### src/rtl/haar_pkg.sv
// haar_pkg: register map, CTRL bit positions, core FSM states and result-FIFO entry
// shared by haar_window_ctrl and haar_res_fifo.
`timescale 1ns/1ps
package haar_pkg;

    localparam logic [3:0] REG_II_DATA   = 4'd0;
    localparam logic [3:0] REG_VAR       = 4'd1;
    localparam logic [3:0] REG_CTRL      = 4'd2;
    localparam logic [3:0] REG_RESULT    = 4'd3;
    localparam logic [3:0] REG_WIN_CNT   = 4'd4;
    localparam logic [3:0] REG_BUSY_CYC  = 4'd5;
    localparam logic [3:0] REG_STALL_CYC = 4'd6;

    localparam int unsigned CTRL_SLIDE     = 0;
    localparam int unsigned CTRL_CLR       = 1;
    localparam int unsigned CTRL_EMPTY_POP = 29;
    localparam int unsigned CTRL_RES_VALID = 30;
    localparam int unsigned CTRL_READY     = 31;

    typedef enum logic [1:0] {
        CORE_IDLE  = 2'd0,
        CORE_START = 2'd1,
        CORE_BUSY  = 2'd2
    } core_state_t;

    typedef struct packed {
        logic [15:0] idx;
        logic        pass;
    } res_entry_t;

endpackage

### src/rtl/haar_res_fifo.sv
// haar_res_fifo: synchronous result FIFO (power-of-two depth, DEPTH >= 2) with
// synchronous flush; a push while full is accepted only when a pop frees a slot.
`timescale 1ns/1ps
module haar_res_fifo
    import haar_pkg::*;
#(
    parameter int unsigned DEPTH = 8
) (
    input  logic       clk_i,
    input  logic       rst_n_i,
    input  logic       clr,
    input  logic       push,
    input  res_entry_t push_data,
    input  logic       pop,
    output res_entry_t pop_data,
    output logic       full,
    output logic       empty
);
    localparam int unsigned PW = $clog2(DEPTH);

    res_entry_t    mem [DEPTH];
    logic [PW:0]   wr_ptr;
    logic [PW:0]   rd_ptr;
    logic          do_push;
    logic          do_pop;

    assign empty    = (wr_ptr == rd_ptr);
    assign full     = (wr_ptr[PW] != rd_ptr[PW]) && (wr_ptr[PW-1:0] == rd_ptr[PW-1:0]);
    assign do_pop   = pop && !empty;
    assign do_push  = push && (!full || do_pop);
    assign pop_data = mem[rd_ptr[PW-1:0]];

    always_ff @(posedge clk_i or negedge rst_n_i) begin
        if (!rst_n_i) begin
            wr_ptr <= '0;
            rd_ptr <= '0;
        end else if (clr) begin
            wr_ptr <= '0;
            rd_ptr <= '0;
        end else begin
            if (do_push) wr_ptr <= wr_ptr + (PW+1)'(1);
            if (do_pop)  rd_ptr <= rd_ptr + (PW+1)'(1);
        end
    end

    always_ff @(posedge clk_i) begin
        if (do_push && !clr) mem[wr_ptr[PW-1:0]] <= push_data;
    end

endmodule

### src/rtl/haar_window_ctrl.sv
// haar_window_ctrl: Avalon-MM loader/launcher for the Haar cascade core with ping-pong
// or sliding-window II banks. Define HAAR_WIN_PERF_CNT_EN for BUSY_CYC/STALL_CYC counters.
`timescale 1ns/1ps
module haar_window_ctrl
    import haar_pkg::*;
#(
    parameter int unsigned WINDOW_SIZE = 21,
    parameter int unsigned DATA_W      = 32,
    parameter int unsigned RES_DEPTH   = 8
) (
    input  logic                                       clk_i,
    input  logic                                       rst_n_i,
    input  logic [3:0]                                 avs_address,
    input  logic [DATA_W-1:0]                          avs_writedata,
    input  logic                                       avs_read,
    input  logic                                       avs_write,
    output logic [DATA_W-1:0]                          avs_readdata,
    output logic                                       avs_waitrequest,
    output logic                                       ii_wr_val_o,
    output logic                                       ii_wr_bank_o,
    output logic [$clog2(WINDOW_SIZE*WINDOW_SIZE)-1:0] ii_wr_addr_o,
    output logic [DATA_W-1:0]                          ii_wr_data_o,
    output logic                                       core_start_o,
    output logic                                       core_bank_o,
    output logic [$clog2(WINDOW_SIZE*WINDOW_SIZE)-1:0] core_offset_o,
    output logic [DATA_W-1:0]                          core_var_o,
    input  logic                                       core_done_i,
    input  logic                                       core_result_i
);
    localparam int unsigned WIN_WORDS = WINDOW_SIZE * WINDOW_SIZE;
    localparam int unsigned AW        = $clog2(WIN_WORDS);
    localparam int unsigned CW        = $clog2(WINDOW_SIZE);

    core_state_t     state, state_nxt;
    logic [CW-1:0]   col, row;
    logic [AW-1:0]   addr, off_q, off_nxt;
    logic [AW:0]     off_sum;
    logic            load_bank, cls_bank, launch_bank, wr_bank;
    logic [1:0]      pending;
    logic            filled, slide, empty_pop, drop;
    logic [DATA_W-1:0] var_q;
    logic [15:0]     win_cnt;
    logic            core_active, stall, accept, wr_ctrl, clr, rd_res;
    logic            ready, launch, push, window_end;
    logic            fifo_full, fifo_empty;
    res_entry_t      head;
    logic [31:0]     ctrl_word, res_word;

    assign core_active = (state != CORE_IDLE);
    assign wr_bank     = slide ? 1'b0 : load_bank;
    assign launch_bank = slide ? 1'b0 : cls_bank;
    // Slide mode shares one bank with the core, so any write during a run or with a
    // window queued would overwrite lines that window still needs.
    assign stall = slide ? (pending[0] || core_active)
                         : (pending[load_bank] || (core_active && core_bank_o == load_bank));
    assign avs_waitrequest = avs_write && (avs_address == REG_II_DATA) && stall;
    assign accept  = avs_write && (avs_address == REG_II_DATA) && !stall;
    assign wr_ctrl = avs_write && (avs_address == REG_CTRL);
    assign clr     = wr_ctrl && avs_writedata[CTRL_CLR];
    assign rd_res  = avs_read && (avs_address == REG_RESULT);
    assign ready   = (state == CORE_IDLE) && (pending == 2'b00);
    assign launch  = (state == CORE_IDLE) && pending[launch_bank] && !fifo_full && !clr;
    assign push    = (state == CORE_BUSY) && core_done_i && !drop;
    assign core_var_o = var_q;
    assign window_end = slide ? ((addr == AW'(WIN_WORDS-1)) || (filled && col == CW'(WINDOW_SIZE-1)))
                              : ((row == CW'(WINDOW_SIZE-1)) && (col == CW'(WINDOW_SIZE-1)));
    assign off_sum = {1'b0, off_q} + (AW+1)'(WINDOW_SIZE);
    assign off_nxt = (off_sum >= (AW+1)'(WIN_WORDS)) ? AW'(off_sum - (AW+1)'(WIN_WORDS))
                                                      : off_sum[AW-1:0];

    always_ff @(posedge clk_i or negedge rst_n_i) begin
        if (!rst_n_i) state <= CORE_IDLE;
        else          state <= state_nxt;
    end

    always_comb begin
        state_nxt = state;
        unique case (state)
            CORE_IDLE:  if (launch) state_nxt = CORE_START;
            CORE_START: state_nxt = CORE_BUSY;
            CORE_BUSY:  if (core_done_i) state_nxt = CORE_IDLE;
            default:    state_nxt = CORE_IDLE;
        endcase
    end

    always_comb begin
        core_start_o = 1'b0;
        if (state == CORE_START) core_start_o = 1'b1;
    end

    always_ff @(posedge clk_i or negedge rst_n_i) begin
        if (!rst_n_i) begin
            col <= '0; row <= '0; addr <= '0;
            load_bank <= 1'b0; pending <= '0; filled <= 1'b0;
        end else if (clr) begin
            col <= '0; row <= '0; addr <= '0;
            load_bank <= 1'b0; pending <= '0; filled <= 1'b0;
        end else begin
            if (launch) pending[launch_bank] <= 1'b0;
            if (accept) begin
                addr <= (addr == AW'(WIN_WORDS-1)) ? '0 : addr + AW'(1);
                if (col == CW'(WINDOW_SIZE-1)) begin
                    col <= '0;
                    row <= (row == CW'(WINDOW_SIZE-1)) ? '0 : row + CW'(1);
                end else begin
                    col <= col + CW'(1);
                end
                if (addr == AW'(WIN_WORDS-1)) begin
                    filled <= 1'b1;
                    if (!slide) load_bank <= ~load_bank;
                end
                if (window_end) pending[wr_bank] <= 1'b1;
            end
        end
    end

    always_ff @(posedge clk_i or negedge rst_n_i) begin
        if (!rst_n_i) begin
            ii_wr_val_o <= 1'b0; ii_wr_bank_o <= 1'b0;
            ii_wr_addr_o <= '0;  ii_wr_data_o <= '0;
        end else begin
            ii_wr_val_o <= accept;
            if (accept) begin
                ii_wr_bank_o <= wr_bank;
                ii_wr_addr_o <= addr;
                ii_wr_data_o <= avs_writedata;
            end
        end
    end

    always_ff @(posedge clk_i or negedge rst_n_i) begin
        if (!rst_n_i) begin
            core_bank_o <= 1'b0; core_offset_o <= '0; cls_bank <= 1'b0;
            off_q <= '0; drop <= 1'b0; win_cnt <= '0;
        end else begin
            if (launch) begin
                core_bank_o   <= launch_bank;
                core_offset_o <= slide ? off_q : '0;
                if (slide) off_q <= off_nxt;
                else       cls_bank <= ~cls_bank;
            end
            if (clr) begin
                off_q <= '0; cls_bank <= 1'b0; win_cnt <= '0;
            end else if (push) begin
                win_cnt <= win_cnt + 16'd1;
            end
            // A run interrupted by CLR still completes on the core; its result is discarded.
            if ((state == CORE_BUSY) && core_done_i) drop <= 1'b0;
            else if (clr && core_active)             drop <= 1'b1;
        end
    end

    always_ff @(posedge clk_i or negedge rst_n_i) begin
        if (!rst_n_i) begin
            var_q <= '0; slide <= 1'b0; empty_pop <= 1'b0;
        end else begin
            if (avs_write && avs_address == REG_VAR) var_q <= avs_writedata;
            if (wr_ctrl) begin
                if (ready) slide <= avs_writedata[CTRL_SLIDE];
                if (avs_writedata[CTRL_EMPTY_POP]) empty_pop <= 1'b0;
            end
            if (rd_res && fifo_empty) empty_pop <= 1'b1;
        end
    end

    haar_res_fifo #(.DEPTH(RES_DEPTH)) u_res_fifo (
        .clk_i     (clk_i),
        .rst_n_i   (rst_n_i),
        .clr       (clr),
        .push      (push),
        .push_data ('{idx: win_cnt, pass: core_result_i}),
        .pop       (rd_res),
        .pop_data  (head),
        .full      (fifo_full),
        .empty     (fifo_empty)
    );

`ifdef HAAR_WIN_PERF_CNT_EN
    logic [31:0] busy_cyc, stall_cyc;
    always_ff @(posedge clk_i or negedge rst_n_i) begin
        if (!rst_n_i) begin
            busy_cyc <= '0; stall_cyc <= '0;
        end else if (clr) begin
            busy_cyc <= '0; stall_cyc <= '0;
        end else begin
            if ((state == CORE_BUSY) && (busy_cyc != '1)) busy_cyc  <= busy_cyc + 32'd1;
            if (avs_waitrequest && (stall_cyc != '1))     stall_cyc <= stall_cyc + 32'd1;
        end
    end
`endif

    always_comb begin
        ctrl_word = '0;
        ctrl_word[CTRL_SLIDE]     = slide;
        ctrl_word[CTRL_EMPTY_POP] = empty_pop;
        ctrl_word[CTRL_RES_VALID] = !fifo_empty;
        ctrl_word[CTRL_READY]     = ready;
        res_word = '0;
        if (!fifo_empty) begin
            res_word[31]   = 1'b1;
            res_word[16:1] = head.idx;
            res_word[0]    = head.pass;
        end
        avs_readdata = '0;
        case (avs_address)
            REG_VAR:       avs_readdata = var_q;
            REG_CTRL:      avs_readdata[31:0] = ctrl_word;
            REG_RESULT:    avs_readdata[31:0] = res_word;
            REG_WIN_CNT:   avs_readdata[15:0] = win_cnt;
`ifdef HAAR_WIN_PERF_CNT_EN
            REG_BUSY_CYC:  avs_readdata[31:0] = busy_cyc;
            REG_STALL_CYC: avs_readdata[31:0] = stall_cyc;
`endif
            default:       avs_readdata = '0;
        endcase
    end

endmodule

### config.mk
export PLATFORM = sky130hd
export DESIGN_NAME = haar_window_ctrl
export DESIGN_NICKNAME = d
export VERILOG_FILES = /design/src/rtl/haar_pkg.sv /design/src/rtl/haar_res_fifo.sv /design/src/rtl/haar_window_ctrl.sv
export SDC_FILE = /design/constraint.sdc
export NUM_CORES = 1
export LEC_CHECK = 0
export CAP_MARGIN = 20
export CORE_MARGIN = 3
export CORE_UTILIZATION = 55
export CTS_CLUSTER_SIZE = 30
export DETAILED_ROUTE_END_ITERATION = 6
export PLACE_DENSITY = 0.79
export SLEW_MARGIN = 20
export SYNTH_ARGS = -nofsm -noshare
export SYNTH_HDL_FRONTEND = slang
export SYNTH_SLANG_ARGS = --single-unit
### constraint.sdc
create_clock -name clk_i -period 4.84 [get_ports clk_i]
set_input_delay 1.452 -clock clk_i [delete_from_list [all_inputs] [get_ports clk_i]]
set_output_delay 1.452 -clock clk_i [all_outputs]
set_load 0.005 [all_outputs]
==> impl_metrics.json <==
{
  "critPathBufInv": 4,
  "insertion_delay_ns": 0.54,
  "maxSlewHeadroom_pct": 36.10,
  "drt-total-wl_um": 29750,
  "period_minus_slack_ns": 4.787,
  "htreeDepth": 1,
  "drive_gt1_share_pct": 13.82,
  "grt_usage_pct": 24.25,
  "cpMostUsedCell": "clkdlybuf4s50_1",
  "core_area_mm2": 0.02196,
  "path_class": "primary input to output pin",
  "die_x_um": 156.0,
  "die_y_um": 156.0,
  "area.growth.synth_to_final_pct": 24.16,
  "crit_chain": "clkdlybuf4s50_1 > nor4b_4 > buf_4 > buf_6 > a22oi_1 > o21ai_0 > clkdlybuf4s50_1",
  "synth_warnings": 0,
  "p_leak_uw": 0.006085,
  "synth_edf_count": 136,
  "worst_slew_pin_slew_ns": 0.9585,
  "grt_pass1_wl_um": 46690,
  "startpoint": "avs_address[0]",
  "synthCells": 974,
  "r2r_cells": 9,
  "power_density_mw_per_mm2": 502.9,
  "num_antenna_cells": 0,
  "grt_max_degree": 107,
  "hold_depth": 2,
  "irDropWorstVdd_mv": 0.3587,
  "cpPeakStageDelay_ns": 0.54,
  "cts.clk_slew.worst_paths_ns": 0.06,
  "skew_ns": 0.01174,
  "gp_congestion": 0.8752,
  "fin_crit_sh_pct": 98.91,
  "dp_hpwl_um": 19500,
  "maxCapViolations": 0,
  "nets": 1199,
  "hold_buffers": 0,
  "drtIter0Drc": 675,
  "first_global_vias": 8380,
  "vias_per_cell": 5.860,
  "status": "finished, final reports clean",
  "drc": 0,
  "min_from": "core_offset_o[7]",
  "drt_pass1_iterations": 5,
  "clock-sinks": 283,
  "synth_cell_type_count": 68,
  "cp.required_ns": 3.39,
  "worstPathMaxFanout": 8,
  "post_dp_cell_area_mm2": 0.01437,
  "timing.critical_path.slowest_stage_cell": "clkdlybuf4s50_1",
  "syn_nets": 1029,
  "async_flop_share_pct": 51.94,
  "yosysSeqAreaShare_pct": 62.70,
  "synth_area_mm2": 0.01238,
  "hold_path_class": "flop to flop",
  "crit_arrival_ns": 3.34,
  "avgSynthCellArea_um2": 12.71,
  "grt_overflow": 0,
  "root_buffer": "clkbuf_16",
  "antenna_found_initial": 0,
  "path_depth": 7,
  "cpLargestDelayFamily": "buffers and inverters",
  "holdWs_ns": 0.4695,
  "cts_tree": "yes",
  "fmax_mhz": 208.9,
  "design_area_mm2": 0.01537,
  "cp-start-kind": "primary input",
  "timing.rr.start": "off_q[2]",
  "worstSetupEndpointType": "output pin",
  "ant_nets": 0,
  "setup_viol": 0,
  "placementRows": 54,
  "slew_viol_final": 0,
  "hold_viol_final": 0,
  "die_area_mm2": 0.02435,
  "vias": 8467,
  "postLayoutCoreUtil_pct": 70.01,
  "synth_seq_cells": 283,
  "wl_per_cell_um": 20.59,
  "portBuffers": 160,
  "total_power_uw": 7731,
  "yosys_most_used_dff": "dfrtp_1",
  "cts_buffer_depth": 3,
  "start_util_pct": 56.38,
  "cts_made_buffers": 29,
  "pin_count": 161
}
[worst register-to-register path, cell delays in order (launching register included)]
cell,delay (ns)
dfrtp_1,0.50
inv_1,0.16
ha_1,0.24
a21oi_1,0.25
xnor2_1,0.12
nor3_1,0.56
a21o_1,0.26
a21oi_1,0.09
or3_1,0.31
a21oi_1,0.14
[registers in the layout, summed over array words and instances, names as in the netlist, 2 cells and up]
name	count
off_q	9
addr	9
row	5
ii_wr_addr_o	9
state	2
core_var_o	32
pending	2
u_res_fifo.wr_ptr	4
core_offset_o	9
u_res_fifo.mem	136
ii_wr_data_o	32
win_cnt	16
u_res_fifo.rd_ptr	4
col	5
[synthesized netlist by cell type, types with 2 or more instances]
master | n | area, µm²
nor2b_1 | 5 | 31.28
o31ai_1 | 10 | 75.07
nand3_1 | 29 | 145.1
or2_2 | 2 | 12.51
mux2_2 | 33 | 371.6
a31oi_1 | 2 | 12.51
and3_1 | 10 | 62.56
a311oi_1 | 3 | 26.28
nand4b_1 | 3 | 26.28
o21ai_0 | 45 | 225.2
buf_4 | 2 | 15.01
nand2_1 | 171 | 641.9
nor3_1 | 10 | 50.05
mux4_2 | 33 | 743.2
and4_1 | 2 | 17.52
buf_1 | 11 | 41.29
nor3b_1 | 7 | 52.55
xnor2_1 | 17 | 148.9
a22oi_1 | 16 | 120.1
xor2_1 | 17 | 148.9
a22o_1 | 2 | 17.52
buf_6 | 2 | 22.52
buf_2 | 6 | 30.03
a211oi_1 | 2 | 15.01
clkbuf_1 | 31 | 116.4
nor4bb_1 | 2 | 20.02
nor2_1 | 60 | 225.2
edfxtp_1 | 136 | 4084
nand4_1 | 10 | 62.56
and2_1 | 15 | 93.84
a211o_1 | 4 | 35.03
a21oi_1 | 27 | 135.1
nand3b_1 | 4 | 30.03
a31o_2 | 3 | 26.28
ha_1 | 13 | 162.7
o211ai_1 | 2 | 15.01
o22a_1 | 2 | 17.52
or3_1 | 2 | 12.51
nand2b_1 | 6 | 37.54
dfrtp_1 | 147 | 3679
mux2i_1 | 26 | 260.3
inv_1 | 18 | 67.56
[cell usage in the layout, fill, tap and decap left out, types with 5 or more instances in the layout]
master,count
dfrtp_1,146
mux2_2,33
nor2_1,58
clkbuf_1,6
nand4_1,10
and3_1,9
edfxtp_1,136
xnor2_1,17
clkdlybuf4s50_1,155
and2_1,15
mux4_2,33
mux2i_1,26
inv_1,17
nand2_1,171
xor2_1,17
nor3_1,8
nor2b_1,5
o21ai_0,44
nand2b_1,5
clkinv_1,6
ha_1,13
buf_4,29
a22oi_1,16
nor3b_1,7
clkbuf_16,29
o31ai_1,10
nand3_1,29
a21oi_1,27
[where the power goes]
| group | switching [µW] | internal [µW] | total, µW |
|---|---|---|---|
| clock | 881 | 1350 | 2240 |
| combinational | 992 | 1140 | 2130 |
| sequential | 449 | 2920 | 3370 |
[cell families after synthesis]
kind of cell,synth area share [%]
XOR/XNOR,2.405
buffers and inverters,2.435
AO/OA/AOI/OAI,6.781
AND/OR/NAND/NOR,13.05
flip-flops,62.70
adder cells (fa/ha/maj),1.314
multiplexers,11.32
[metrics by stage]
step / worst slack, ns / cells / TNS [ns]
after CTS: 0.02840 / 1443 / 0
after global placement: -0.01729 / 1391 / -0.1387
final: 0.05253 / 1445 / 0
after global routing: -0.009883 / 1445 / -0.02768
after detailed placement: -0.08237 / 1391 / -0.7712
after floorplan: 0.5184 / 974 / 0
[layout make-up]
class	count	area [µm²]
Sequential cell	283	7764
Multi-Input combinational cell	619	4350
Fill cell	1454	6586
Clock inverter	14	173.9
Timing Repair Buffer	192	1873
Tap cell	280	350.3
Inverter	19	71.32
Clock buffer	38	789.5
[metal layers]
metal | share of wire [%] | GRT usage, % | wire [µm]
met1 | 41 | 33.30 | 12110
met2 | 49 | 39.88 | 14580
met3 | 6.4 | 3.495 | 1903
met4 | 3.9 | 9.041 | 1153
met5 | 0 | 0 | 0
[final timing paths]
path / to / slack [ns]
worst min-delay path: core_offset_o[7] / 0.47
min in group asynchronous: core_var_o[22] / 1.02
max in group asynchronous: state[1] / 2.97
worst max-delay path: avs_readdata[6] / 0.05
worst max register to register: off_q[2] / 2.14
worst min register to register: core_offset_o[7] / 0.47
[repair_timing]
| item | 4_1_cts | 5_1_grt |
|---|---|---|
| cloned | 0 | 1 |
| endpoints found under the setup margin | 15 | 14 |
| setup buffers | 0 | 1 |
| gates resized for setup | 3 | 8 |
| pin swaps | 0 | 1 |
Power figures use the tool's default switching activity.
